===== src/rtl/fir_pkg.sv =====
// Shared widths and saturation helpers for the FIR filter and its output paths.
package fir_pkg;

    localparam int FIR_DATA_WIDTH = 16;
    localparam int FIR_NUM_TAPS   = 8;
    localparam int FIR_OUT_WIDTH  = 2 * FIR_DATA_WIDTH + $clog2(FIR_NUM_TAPS);

    // Largest value representable in a signed field of the given width.
    function automatic longint sat_max(input int width);
        return (64'sd1 <<< (width - 1)) - 64'sd1;
    endfunction

    // Smallest value representable in a signed field of the given width.
    function automatic longint sat_min(input int width);
        return -(64'sd1 <<< (width - 1));
    endfunction

endpackage


===== src/rtl/fir_sample_fifo.sv =====
// Synchronous sample FIFO with wrap-bit pointers and a registered head, so the
// consumer sees out_data straight from a flop.
module fir_sample_fifo #(
    parameter int WIDTH = 16,
    parameter int DEPTH = 4
) (
    input  logic                     clk,
    input  logic                     rst_n,
    input  logic                     flush,
    input  logic                     push,
    input  logic [WIDTH-1:0]         wdata,
    input  logic                     pop,
    output logic [WIDTH-1:0]         rdata,
    output logic                     valid,
    output logic                     full,
    output logic [$clog2(DEPTH):0]   level
);

    localparam int AW = $clog2(DEPTH);

    logic [AW:0]       wr_ptr_r;
    logic [AW:0]       rd_ptr_r;
    logic [AW:0]       wr_ptr_s;
    logic [AW:0]       rd_ptr_s;
    logic [AW:0]       level_r;
    logic [AW:0]       level_s;
    logic [WIDTH-1:0]  mem_r [DEPTH];
    logic [WIDTH-1:0]  head_r;
    logic [WIDTH-1:0]  head_s;
    logic              valid_r;
    logic              full_r;
    logic              push_ok_s;
    logic              pop_ok_s;

    // Next-state pointers, occupancy and head; a push into the slot that becomes head forwards wdata.
    always_comb begin
        pop_ok_s  = pop & valid_r;
        push_ok_s = push & (~full_r | pop_ok_s);
        if (push_ok_s) begin
            wr_ptr_s = wr_ptr_r + (AW+1)'(1'b1);
        end else begin
            wr_ptr_s = wr_ptr_r;
        end
        if (pop_ok_s) begin
            rd_ptr_s = rd_ptr_r + (AW+1)'(1'b1);
        end else begin
            rd_ptr_s = rd_ptr_r;
        end
        level_s = wr_ptr_s - rd_ptr_s;
        if (push_ok_s && (wr_ptr_r[AW-1:0] == rd_ptr_s[AW-1:0])) begin
            head_s = wdata;
        end else begin
            head_s = mem_r[rd_ptr_s[AW-1:0]];
        end
    end

    // Storage, pointers and registered status outputs.
    always_ff @(posedge clk or negedge rst_n) begin
        if (!rst_n) begin
            wr_ptr_r <= {(AW+1){1'b0}};
            rd_ptr_r <= {(AW+1){1'b0}};
            level_r  <= {(AW+1){1'b0}};
            valid_r  <= 1'b0;
            full_r   <= 1'b0;
            head_r   <= {WIDTH{1'b0}};
            for (int i = 0; i < DEPTH; i++) begin
                mem_r[i] <= {WIDTH{1'b0}};
            end
        end else if (flush) begin
            wr_ptr_r <= {(AW+1){1'b0}};
            rd_ptr_r <= {(AW+1){1'b0}};
            level_r  <= {(AW+1){1'b0}};
            valid_r  <= 1'b0;
            full_r   <= 1'b0;
            head_r   <= {WIDTH{1'b0}};
        end else begin
            wr_ptr_r <= wr_ptr_s;
            rd_ptr_r <= rd_ptr_s;
            level_r  <= level_s;
            valid_r  <= (level_s != {(AW+1){1'b0}});
            full_r   <= (level_s == (AW+1)'(DEPTH));
            head_r   <= head_s;
            if (push_ok_s) begin
                mem_r[wr_ptr_r[AW-1:0]] <= wdata;
            end
        end
    end

    assign rdata = head_r;
    assign valid = valid_r;
    assign full  = full_r;
    assign level = level_r;

endmodule


===== src/rtl/fir_output_requant.sv =====
// FIR output stage: decimate, round-half-up and shift, saturate, then buffer
// behind a valid/ready interface.
module fir_output_requant
    import fir_pkg::*;
#(
    parameter int IN_WIDTH   = FIR_OUT_WIDTH,
    parameter int OUT_WIDTH  = FIR_DATA_WIDTH,
    parameter int SHIFT      = 4,
    parameter int DECIM      = 2,
    parameter int FIFO_DEPTH = 4
) (
    input  logic                          clk,
    input  logic                          resetn,
    input  logic                          in_valid,
    input  logic [IN_WIDTH-1:0]           in_data,
    input  logic                          flush,
    output logic                          out_valid,
    input  logic                          out_ready,
    output logic [OUT_WIDTH-1:0]          out_data,
    output logic                          sat_flag,
    output logic                          overflow,
    output logic [$clog2(FIFO_DEPTH):0]   level
);

    localparam int PW = (DECIM > 1) ? $clog2(DECIM) : 1;
    localparam int SW = IN_WIDTH + 1;
    localparam logic signed [SW-1:0] RND =
        (SHIFT > 0) ? (SW'(1'b1) << ((SHIFT > 0) ? SHIFT - 1 : 0)) : SW'(1'b0);
    localparam logic signed [SW-1:0] SAT_HI = SW'(sat_max(OUT_WIDTH));
    localparam logic signed [SW-1:0] SAT_LO = SW'(sat_min(OUT_WIDTH));

    logic [PW-1:0]           phase_r;
    logic                    s1_valid_r;
    logic signed [SW-1:0]    s1_data_r;
    logic                    keep_s;
    logic signed [SW-1:0]    ext_s;
    logic signed [SW-1:0]    sum_s;
    logic signed [SW-1:0]    shifted_s;
    logic                    clip_s;
    logic [OUT_WIDTH-1:0]    sat_data_s;
    logic                    pop_s;
    logic                    fifo_full_s;
    logic                    sat_flag_r;
    logic                    overflow_r;

    // Rounding uses one guard bit so adding the half-LSB can never wrap.
    always_comb begin
        keep_s    = in_valid & (phase_r == {PW{1'b0}});
        ext_s     = {in_data[IN_WIDTH-1], in_data};
        sum_s     = ext_s + RND;
        shifted_s = sum_s >>> SHIFT;
        pop_s     = out_valid & out_ready;
        if (s1_data_r > SAT_HI) begin
            clip_s     = 1'b1;
            sat_data_s = SAT_HI[OUT_WIDTH-1:0];
        end else if (s1_data_r < SAT_LO) begin
            clip_s     = 1'b1;
            sat_data_s = SAT_LO[OUT_WIDTH-1:0];
        end else begin
            clip_s     = 1'b0;
            sat_data_s = s1_data_r[OUT_WIDTH-1:0];
        end
    end

    // Decimation phase advances only on input strobes.
    always_ff @(posedge clk or negedge resetn) begin
        if (!resetn) begin
            phase_r <= {PW{1'b0}};
        end else if (flush) begin
            phase_r <= {PW{1'b0}};
        end else if (in_valid) begin
            if (phase_r == PW'(DECIM - 1)) begin
                phase_r <= {PW{1'b0}};
            end else begin
                phase_r <= phase_r + PW'(1'b1);
            end
        end else begin
            phase_r <= phase_r;
        end
    end

    // Stage 1 register holding the rounded, shifted kept sample.
    always_ff @(posedge clk or negedge resetn) begin
        if (!resetn) begin
            s1_valid_r <= 1'b0;
            s1_data_r  <= {SW{1'b0}};
        end else if (flush) begin
            s1_valid_r <= 1'b0;
            s1_data_r  <= {SW{1'b0}};
        end else begin
            s1_valid_r <= keep_s;
            if (keep_s) begin
                s1_data_r <= shifted_s;
            end else begin
                s1_data_r <= s1_data_r;
            end
        end
    end

    // Sticky flags; saturation is flagged even when the sample is then dropped.
    always_ff @(posedge clk or negedge resetn) begin
        if (!resetn) begin
            sat_flag_r <= 1'b0;
            overflow_r <= 1'b0;
        end else if (flush) begin
            sat_flag_r <= 1'b0;
            overflow_r <= 1'b0;
        end else begin
            if (s1_valid_r && clip_s) begin
                sat_flag_r <= 1'b1;
            end else begin
                sat_flag_r <= sat_flag_r;
            end
            if (s1_valid_r && fifo_full_s && !pop_s) begin
                overflow_r <= 1'b1;
            end else begin
                overflow_r <= overflow_r;
            end
        end
    end

    fir_sample_fifo #(
        .WIDTH (OUT_WIDTH),
        .DEPTH (FIFO_DEPTH)
    ) u_fifo (
        .clk   (clk),
        .rst_n (resetn),
        .flush (flush),
        .push  (s1_valid_r),
        .wdata (sat_data_s),
        .pop   (pop_s),
        .rdata (out_data),
        .valid (out_valid),
        .full  (fifo_full_s),
        .level (level)
    );

    assign sat_flag = sat_flag_r;
    assign overflow = overflow_r;

endmodule


===== config.mk =====
export PLATFORM = sky130hd
export DESIGN_NAME = fir_output_requant
export DESIGN_NICKNAME = d
export VERILOG_FILES = /design/src/rtl/fir_pkg.sv /design/src/rtl/fir_sample_fifo.sv /design/src/rtl/fir_output_requant.sv
export SDC_FILE = /design/constraint.sdc
export NUM_CORES = 1
export LEC_CHECK = 0
export CAP_MARGIN = 10
export CORE_MARGIN = 10
export CORE_UTILIZATION = 34
export DETAILED_ROUTE_END_ITERATION = 7
export GPL_TIMING_DRIVEN = 0
export PLACE_DENSITY = 0.58
export RECOVER_POWER = 25
export SETUP_SLACK_MARGIN = 0.1
export SYNTH_ARGS = -nofsm -noshare
export SYNTH_HDL_FRONTEND = slang
export SYNTH_SLANG_ARGS = --single-unit
export TNS_END_PERCENT = 1

===== constraint.sdc =====
create_clock -name clk -period 4.1 [get_ports clk]
set_input_delay 0.41 -clock clk [delete_from_list [all_inputs] [get_ports clk]]
set_output_delay 0.41 -clock clk [all_outputs]
set_load 0.03 [all_outputs]

Word level (Yosys, flattened, before mapping) --
Index checks and enable logic that the tools add are counted.
Word-level totals: register bits after elaboration 131, input bits 40, output and inout bits 22, word-level logic and storage cells 78
Operators by class: add/sub/neg operators 5, $lt $le $gt $ge 5, equal/unequal tests 2, multiplexer cells 29, bitwise logic cells 10, reduce and logical (&&, ||, !) cells 12
Operators by type and width (count):
- $mux 16 | 7
- $mux 36 | 2
- $bwmux 64 | 1
- $add 35x5->36 const B | 1
- $gt 36x16->1 const B | 1
- $lt 36x16->1 const B | 1
- $bmux 16 s2 | 1
- $demux 16 s2 | 1
- $mux 3 | 5
- $mux 1 | 12
- $reduce_bool 2->1 | 4
- $add 3x1->3 const B | 2
- $ge 3x3->1 const B | 2
- $not 2->3 | 2
- $logic_and 1x1->1 | 5
- $and 1x1->1 | 4
- $eq 3x3->1 const B | 1
- $lt 3x1->1 const B | 1
- $not 1->1 | 3
- $reduce_bool 3->1 | 1
- $sub 3x3->3 | 1
- $eq 2x2->1 | 1
- $reduce_and 2->1 | 1
- $add 1x1->1 const B | 1
- other kinds (2) | 2

Longest topological paths before layout --
Gate-level depths: netlist of the first run.
depth in word-level cells 9, depth in mapped cells 10, gate-level depth less buffers 9

Modules after synthesis --
From an unflattened synthesis of the first run, not the netlist that was laid out.
Unflattened totals: cell total of the unflattened synthesis 529, area total of the unflattened synthesis 6447.4 um2
By module, submodules not included:
- fir_sample_fifo | times used 1, cells each 265, area each 4117.7 um2
- fir_output_requant | times used 1, cells each 264, area each 2329.7 um2

Worst setup path before layout of the first run --
No wires, ideal clock.
kind reg2reg, from reg u_fifo.valid_r (netlist: u_fifo.valid), to reg u_fifo.full_r (netlist: u_fifo.full), setup time 0.105 ns, data arrival time 2.836 ns, data required time 3.995 ns, slack 1.159 ns, cell stages (with the launch flop) 11, cell sequence dfrtp_1 -> a21bo_2 -> and2_1 -> buf_2 -> xnor2_1 -> ha_1 -> inv_1 -> fa_1 -> xnor3_1 -> xnor3_1 -> nor4b_1
Between the ends: word-level cells in the longest chain between the ends 8, elaborated cells between the ends (all ways) 9, those cells by class 1 x add/sub; 1 x eq/ne; 3 x mux; 4 x bitwise
RTL lines:
- start: declaration | RTL line fir_sample_fifo.sv:30 | logic valid_r;
- start signal: assignment | RTL line fir_sample_fifo.sv:80 | valid_r <= (level_s != {(AW+1){1'b0}});
- $and 1x1->1 | RTL line fir_output_requant.sv:52 | pop_s = out_valid & out_ready;
- $and 1x1->1 (*) | RTL line fir_sample_fifo.sv:37 | pop_ok_s = pop & valid_r;
- $or 1x1->1 | RTL line fir_sample_fifo.sv:38 | push_ok_s = push & (~full_r | pop_ok_s);
- $and 1x1->1 | RTL line fir_sample_fifo.sv:38
- $mux 3 | RTL line fir_sample_fifo.sv:39 | if (push_ok_s) begin
- $sub 3x3->3 (*) | RTL line fir_sample_fifo.sv:49 | level_s = wr_ptr_s - rd_ptr_s;
- $eq 3x3->1 (*) | RTL line fir_sample_fifo.sv:81 | full_r <= (level_s == (AW+1)'(DEPTH));
- $mux 1 (*) | RTL line fir_sample_fifo.sv:69 | end else if (flush) begin
- end signal: assignment | RTL line fir_sample_fifo.sv:81
- end: declaration | RTL line fir_sample_fifo.sv:31 | logic full_r;
Mark *: on every way between the ends. The rest lies on a longest branch, timed or not. A chain may end at the register's enable or synchronous reset.

Worst setup path after layout of the first run --
from reg u_fifo.rd_ptr_r[0], to reg u_fifo.full_r (netlist: u_fifo.full)
Between the ends: word-level cells in the longest chain between the ends 5
RTL lines:
- start: declaration | RTL line fir_sample_fifo.sv:22 | logic [AW:0] rd_ptr_r;
- start signal: assignment | RTL line fir_sample_fifo.sv:61 | rd_ptr_r <= {(AW+1){1'b0}};
- start signal: assignment | RTL line fir_sample_fifo.sv:71 | rd_ptr_r <= {(AW+1){1'b0}};
- start signal: assignment | RTL line fir_sample_fifo.sv:78 | rd_ptr_r <= rd_ptr_s;
- $add 3x1->3 | RTL line fir_sample_fifo.sv:45 | rd_ptr_s = rd_ptr_r + (AW+1)'(1'b1);
- $mux 3 (*) | RTL line fir_sample_fifo.sv:44 | if (pop_ok_s) begin
- $sub 3x3->3 (*) | RTL line fir_sample_fifo.sv:49
- $eq 3x3->1 (*) | RTL line fir_sample_fifo.sv:81
- $mux 1 (*) | RTL line fir_sample_fifo.sv:69
Marks and branches as above.

==> results of run 1 <==
## routing by layer
metal  track usage  wire length [microns]
met2         0.220                   7800
met3        0.0438                   1110
met1         0.178                   7260
met5             0                      0
met4        0.0531                    252
## per-stage QoR
stage | total power [mW] | cell area [sq um] | util | setup slack, ps
after floorplan | 2.48 | 6280 | - | 1160
after global placement | 2.86 | 7130 | 0.394 | -2470
after detailed placement | 2.91 | 7160 | 0.396 | 521
after CTS | 4.39 | 7740 | 0.428 | 748
after global routing | 4.59 | 7730 | 0.428 | 477
final | 4.34 | 7730 | 0.428 | 757
## path summary, 6_finish.rpt
path,endpoint,cells past startpoint
max,u_fifo.full$_DFF_PN0_,9
min,u_fifo.valid$_DFF_PN0_,2
max reg2reg,u_fifo.full$_DFF_PN0_,9
min reg2reg,u_fifo.mem_r[23]$_DFFE_PN0P_,2
max in group asynchronous,s1_data_r[34]$_DFFE_PN0P_,2
min in group asynchronous,s1_data_r[8]$_DFFE_PN0P_,2
## sequential cells by signal, indices dropped and copies added (netlist names)
signal / count
overflow: 1
phase_r: 1
s1_data_r: 32
s1_valid_r: 1
sat_flag: 1
u_fifo.full: 1
u_fifo.level: 3
u_fifo.mem_r: 64
u_fifo.rd_ptr_r: 3
u_fifo.rdata: 16
u_fifo.valid: 1
u_fifo.wr_ptr_r: 3
## final cells by class
cell class              count  share of cell area
plain buffers              37              0.0246
clock buffers              18              0.0555
multi-input cells         419               0.371
flip-flops and latches    127               0.411
inverters                  13             0.00631
well taps                 229              0.0370
repair buffers             58              0.0765
clock inverters            14              0.0186
## power by group through the flow
stage | Clock (mW) | Combinational [mW] | Sequential [mW]
6_report | 1.47 | 1.19 | 1.68
5_1_grt | 1.55 | 1.31 | 1.72
4_1_cts | 1.50 | 1.20 | 1.68
3_5_place_dp | 0 | 1.20 | 1.71
3_3_place_gp | 0 | 1.17 | 1.70
2_1_floorplan | 0 | 0.659 | 1.82
## cell usage in the layout, fill, tap and decap left out, types with 17 or more instances in the layout
master           count
clkbuf_1            20
nand3_1             23
dfrtp_1            127
o21ai_0             74
nor2_1              21
nand4_1             20
clkbuf_16           17
nand2_1             97
clkdlybuf4s50_1     53
## kinds of logic (layout without fill, tap and decap cells)
family | count (synthesis) | in the layout | share of synthesized area
XOR/XNOR | 20 | 20 | 0.0376
multiplexers | 20 | 20 | 0.0643
buffers and inverters | 50 | 140 | 0.0380
AND/OR/NAND/NOR | 213 | 213 | 0.167
adder cells (fa/ha/maj) | 8 | 8 | 0.0171
AO/OA/AOI/OAI | 158 | 158 | 0.170
flip-flops | 127 | 127 | 0.506
==> results.md, run 1 <==
- Core Footprint: 18100 sq um
- Die width: about 160 microns
- Effective utilization at floorplan: 0.347
- Reg-to-reg slack, setup: between 700 and 800 ps
- Most used cell along the critical path: xnor3_1
- Clock Tree Buf Depth: 2
- Cell with the most instances after synthesis: dfrtp_1
- Slew @ Worst Pin: ~2300 ps
- Async SR Flop Fraction: 1.00
- Sequential fraction of the synthesis area: 0.506
- Post-DR wirelength/cell: around 18 microns
- #FFs+latches synth: roughly 130
- Top cells by area, synth: dfrtp_1 (51%), o21ai_0 (5.9%), nand2_1 (5.8%)
- Cell Count Post-Placement: 882
- Vias in the first global route: roughly 5200
- Gp weighted congestion: 0.876
- First-pass GRT wire length: roughly 27 mm
- Final Max Tran Viols: 38
- Clock share of power: 0.338
- Row count: 49
- Synth Cell Area: between 6000 and 7000 sq um
- Critical Path RT: around 4400 ps
- Top_reg_cell synth: dfrtp_1
- Skew-Pair Late Insertion Delay: roughly 430 ps
- Synth warn: 0
- CTS sink count: around 130
- Switching share of total power: 0.319
- Post-Synthesis Cells: slightly below 600
- Final wirelength: 16.4 mm
- Worst hold start: flush
- Power density cells: 561 nW/um^2
- Cell taking the most area after synthesis: dfrtp_1
- Hold Vio Cnt, Final: 0
- Failing checks: capacitance limit, slew limit
- Startpoint types: flip-flop
- Die area: between 20000 and 25000 sq um
- Die height: ~160 microns
- Io pins: slightly above 60
- DRT Pass-1 Iters: 5
- Final worst path period share: 0.815
- Final Skew: 11.6 ps
- WP buf/inv: 2
- Endpoint type of the worst setup path: flip-flop
- Status: complete, but fails checks
- CP cell instances: ha_1 -> nand3_1 -> nand2_1 -> buf_2 -> inv_1 -> fa_1 -> xnor3_1 -> xnor3_1 -> nor4b_1
- Sequential fraction of design power: 0.388
- Crit path time final: between 3000 and 4000 ps
- Mean area per synthesized cell: between 10 and 15 sq um
- Setup bufs post-CTS: 0
- Max cap viols: 1
- Cell type group with the largest total delay on the critical path: adder cells
- Syn nets: 644
- Inserted Clock Buffers: 17
- Grt total ovfl: 0
- # hold bufs at CTS: 1
- DR DRC count: 0
- Post-synth EDFFs: 0
- Filler cell count: 1696
- Top cells by count, synth: dfrtp_1 (127), nand2_1 (97), o21ai_0 (74)
- Reported net switching power: between 1 and 1.5 mW
- Setup TNS Final: 0 ps
- Crit-path max FO: 10
- Count of different cell masters after synthesis: 55
- Crit path DAT: approximately 3700 ps
- Setup Viol. Count Final: 0
- Worst hold-check path type: in2reg
- Worst setup path category: reg2reg
- PostCTS Resize Cnt: 0
- Total global-route track usage: 0.140
- Vias per cell: around 5.5
- Final #Nets: 721
- H-tree depth: 4
- Int Power: between 2 and 3 mW
- RSZ-0062 raised after global routing: no
- Crit path launch: u_fifo.rd_ptr_r[0]$_DFF_PN0_
- Final hold slack: between 150 and 200 ps
- Root Driver: clkbuf_16
- Logic pwr share: 0.273
- Antenna diodes: 0
- Post-synth top area share: 0.506
- Max transition margin: -0.539
- Largest net degree at the start of global routing: 91
- Clock slew at reported path FFs: approximately 60 ps
- Multi-input gate area: 2870 sq um
- Slowest stage delay, CP: approximately 480 ps
- Port bufs: 56
- Via count: around 5000
- Worst R2R Start: u_fifo.rd_ptr_r[0]$_DFF_PN0_
- Final Non-Filler Cells: around 920
- Routed Antenna Nets: 0
- Static Leakage: 3.21 nW
- Layout area overhead: 23.1%
- CP max stage cell: dfrtp_1
- Max Fclk: ~300 MHz
- CTS tree: done
- Initial antenna violation count: 0
- Starting DRT DRC Count: approximately 460
- FF+latch area: 3180 sq um
- Peak supply drop: approximately 320 uV
- Hpwl dp: around 12 mm
- Layout cell share with drive strength beyond 1: 0.122
(Power assumes the default switching activity.)
==> run 2: changes to the inputs <==
--- a/config.mk
+++ b/config.mk
@@ -10,7 +10,7 @@
 export CORE_UTILIZATION = 34
 export DETAILED_ROUTE_END_ITERATION = 7
 export GPL_TIMING_DRIVEN = 0
-export PLACE_DENSITY = 0.58
+export PLACE_DENSITY = 0.6
 export RECOVER_POWER = 25
 export SETUP_SLACK_MARGIN = 0.1
 export SYNTH_ARGS = -nofsm -noshare
==> constraint.sdc (replaced) <==
create_clock -name clk -period 2.9 [get_ports clk]
set_input_delay 0.29 -clock clk [delete_from_list [all_inputs] [get_ports clk]]
set_output_delay 0.29 -clock clk [all_outputs]
set_load 0.03 [all_outputs]
==> run 2 against run 1 <==
The flow still finishes with violations (capacitance limit, slew limit). Sequential cell count stayed put. Utilization is 0.46 points higher. Maximum frequency is 26% higher. Total power is 42% higher. Clock skew is 1.9 ps higher. Worst setup slack worse by 510 ps. Routed wire length is 0.18% lower. Final area is 1.1% higher. Final cell count is 0.33% higher. Critical endpoint unchanged. Largest cell class unchanged. Highest routed layer unchanged.
==> results.md, run 2 (synthesis results as in run 1) <==
- Clock share of power: 0.329 (-0.009)
- Io pins: 62 (unchanged)
- Core Footprint: 18100 sq um (unchanged)
- Final #Nets: 725 (+0.55%)
- Initial antenna violation count: 0 (unchanged)
- CTS tree: done
- Clock Tree Buf Depth: 2 (unchanged)
- Final worst path period share: 0.915 (+0.0998)
- Die height: 156 microns (unchanged)
- Hold Vio Cnt, Final: 0 (unchanged)
- Layout area overhead: 24.4%
- First-pass GRT wire length: 26.9 mm (-1.8%)
- Max transition margin: -0.0402 (+0.499)
- Cell Count Post-Placement: 882 (unchanged)
- Layout cell share with drive strength beyond 1: 0.139 (+0.0169)
- Commonest non-fill, non-tap cell in the layout: dfrtp_1
- Dpl cell area: 7180 sq um (+0.24%)
- Die area: 24300 sq um (unchanged)
- Endpoint type of the worst setup path: flip-flop
- Setup Viol. Count Final: 0 (unchanged)
- Final hold slack: 77.6 ps (-106 ps)
- DR DRC count: 0 (unchanged)
- Port bufs: 56 (unchanged)
- Starting DRT DRC Count: 495 (+6.9%)
- Root Driver: clkbuf_16
- Peak supply drop: 439 uV (+36%)
- Antenna diodes: 0 (unchanged)
- RSZ-0062 raised after global routing: no
- Post-DR wirelength/cell: 17.9 microns (-0.51%)
- Design Area, Final: 7820 sq um (+1.1%)
- Crit-path max FO: 7 (-3)
- Inserted Clock Buffers: 17 (unchanged)
- Worst hold-check path type: in2reg
- Status: complete, but fails checks
- Largest Register: u_fifo.mem_r
- Die width: 156 microns (unchanged)
- Sequential fraction of design power: 0.389 (about the same)
- Failing checks: capacitance limit, slew limit
- Via count: 5054 (+0.68%)
- Power density cells: 786 nW/um^2 (+40%)
- Effective utilization at floorplan: 0.347 (unchanged)
- Max Fclk: 377 MHz (+26%)
- Total global-route track usage: 0.139 (-0.00147)
- Row count: 49 (unchanged)
- Skew-Pair Late Insertion Delay: 430 ps (about the same)
- Final Max Tran Viols: 63 (+66%)
- Crit path launch: u_fifo.valid$_DFF_PN0_
- Slew @ Worst Pin: 1560 ps (-749 ps)
- Largest register FFs: 64 (unchanged)
- FF+latch area: 3180 sq um (about the same)
- Startpoint types: flip-flop
- Clock slew at reported path FFs: 60 ps (about the same)
- Grt total ovfl: 0 (unchanged)
- Vias in the first global route: 5031 (-4.0%)
- Routed Antenna Nets: 0 (unchanged)
- Filler cell count: 1712 (+0.94%)
- Final Skew: 13.5 ps (+1.88 ps)
- Final wirelength: 16.4 mm (-0.18%)
- Crit path DAT: 2980 ps (-690 ps)
- Switching share of total power: 0.319 (-0.000837)
- Gp weighted congestion: 0.887 (+1.2%)
- H-tree depth: 4 (unchanged)
- Max cap viols: 1 (unchanged)
- Critical Path RT: 3220 ps (-1200 ps)
- Worst hold start: flush
- Largest net degree at the start of global routing: 66 (-27%)
- DRT Pass-1 Iters: 6 (+1)
- Worst setup path category: reg2reg
- Static Leakage: 3.23 nW (+0.70%)
- Multi-input gate area: 2920 sq um (+1.8%)
- Hpwl dp: 11.7 mm (-1.8%)
- Crit path time final: 2650 ps (-689 ps)
- Logic pwr share: 0.281 (+0.008)
- Final Non-Filler Cells: 918 (+0.33%)
- CTS sink count: 127 (unchanged)
- Commonest cells after routing, fill and taps aside: dfrtp_1 (125), nand2_1 (97), o21ai_0 (74), clkdlybuf4s50_1 (54), nand3_1 (23)
- Worst R2R Start: u_fifo.valid$_DFF_PN0_
- Vias per cell: 5.51 (+0.35%)
- Power Total: 6.15 mW (+42%)
- Reported net switching power: 1.96 mW (+41%)
- Final core occ: 0.432 (+0.00464)
- Int Power: 4.19 mW (+42%)
==> run 2: timing repair <==
action                                  CTS  global route
endpoints found under the setup margin    3             3
setup buffers                             1             3
pin swaps                                 1             4
resized for setup                         6             6
hold endpoints to repair                 62             0
hold buffers                              1             0
==> run 2: through the flow <==
stage	setup WS, ps	setup TNS [ps]
3_3_place_gp	-3950	-440870
2_1_floorplan	208	0
3_5_place_dp	-537	-1260
6_report	246	0
5_1_grt	105	0
4_1_cts	111	0
==> run 2: path summary, 6_finish.rpt <==
kind / endpoint / slack [ps] / cells after the start
worst max-delay path: u_fifo.full$_DFF_PN0_ / 250 / 10
worst max register to register: u_fifo.full$_DFF_PN0_ / 250 / 10
worst min-delay path: u_fifo.valid$_DFF_PN0_ / 80 / 2
worst min register to register: s1_data_r[3]$_DFFE_PN0P_ / 480 / 2
min in group asynchronous: s1_data_r[8]$_DFFE_PN0P_ / 790 / 2
max in group asynchronous: u_fifo.rd_ptr_r[0]$_DFF_PN0_ / 1080 / 3
==> run 2: critical path: stages (launching register included) <==
cell and delay (ps):
dfrtp_2 420, a21bo_4 250, and2_1 160, buf_4 170
xnor2_4 170, ha_2 180, inv_1 50, fa_1 390
xnor3_1 220, xnor3_2 280, nor4b_2 260
==> run 2: power groups by stage <==
stage                     registers (mW)  clock network (mW)  logic (mW)
after detailed placement            2.42                   0        1.69
after global placement              2.40                   0        1.64
after CTS                           2.40                2.05        1.72
after floorplan                     2.58                   0       0.928
after global routing                2.44                2.15        1.90
final                               2.39                2.03        1.73
==> run 2: layout make-up <==
cell class / count / share of cell area
repair buffers: 62 / 0.0800
inverters: 13 / 0.00624
clock buffers: 17 / 0.0544
well taps: 229 / 0.0366
flip-flops and latches: 127 / 0.407
clock inverters: 14 / 0.0171
multi-input cells: 419 / 0.373
plain buffers: 37 / 0.0254
==> run 2: routing by layer <==
layer / wire length, microns / global-route usage
met4: 268 / 0.0535
met3: 1140 / 0.0455
met1: 7240 / 0.176
met2: 7750 / 0.215
met5: 0 / 0
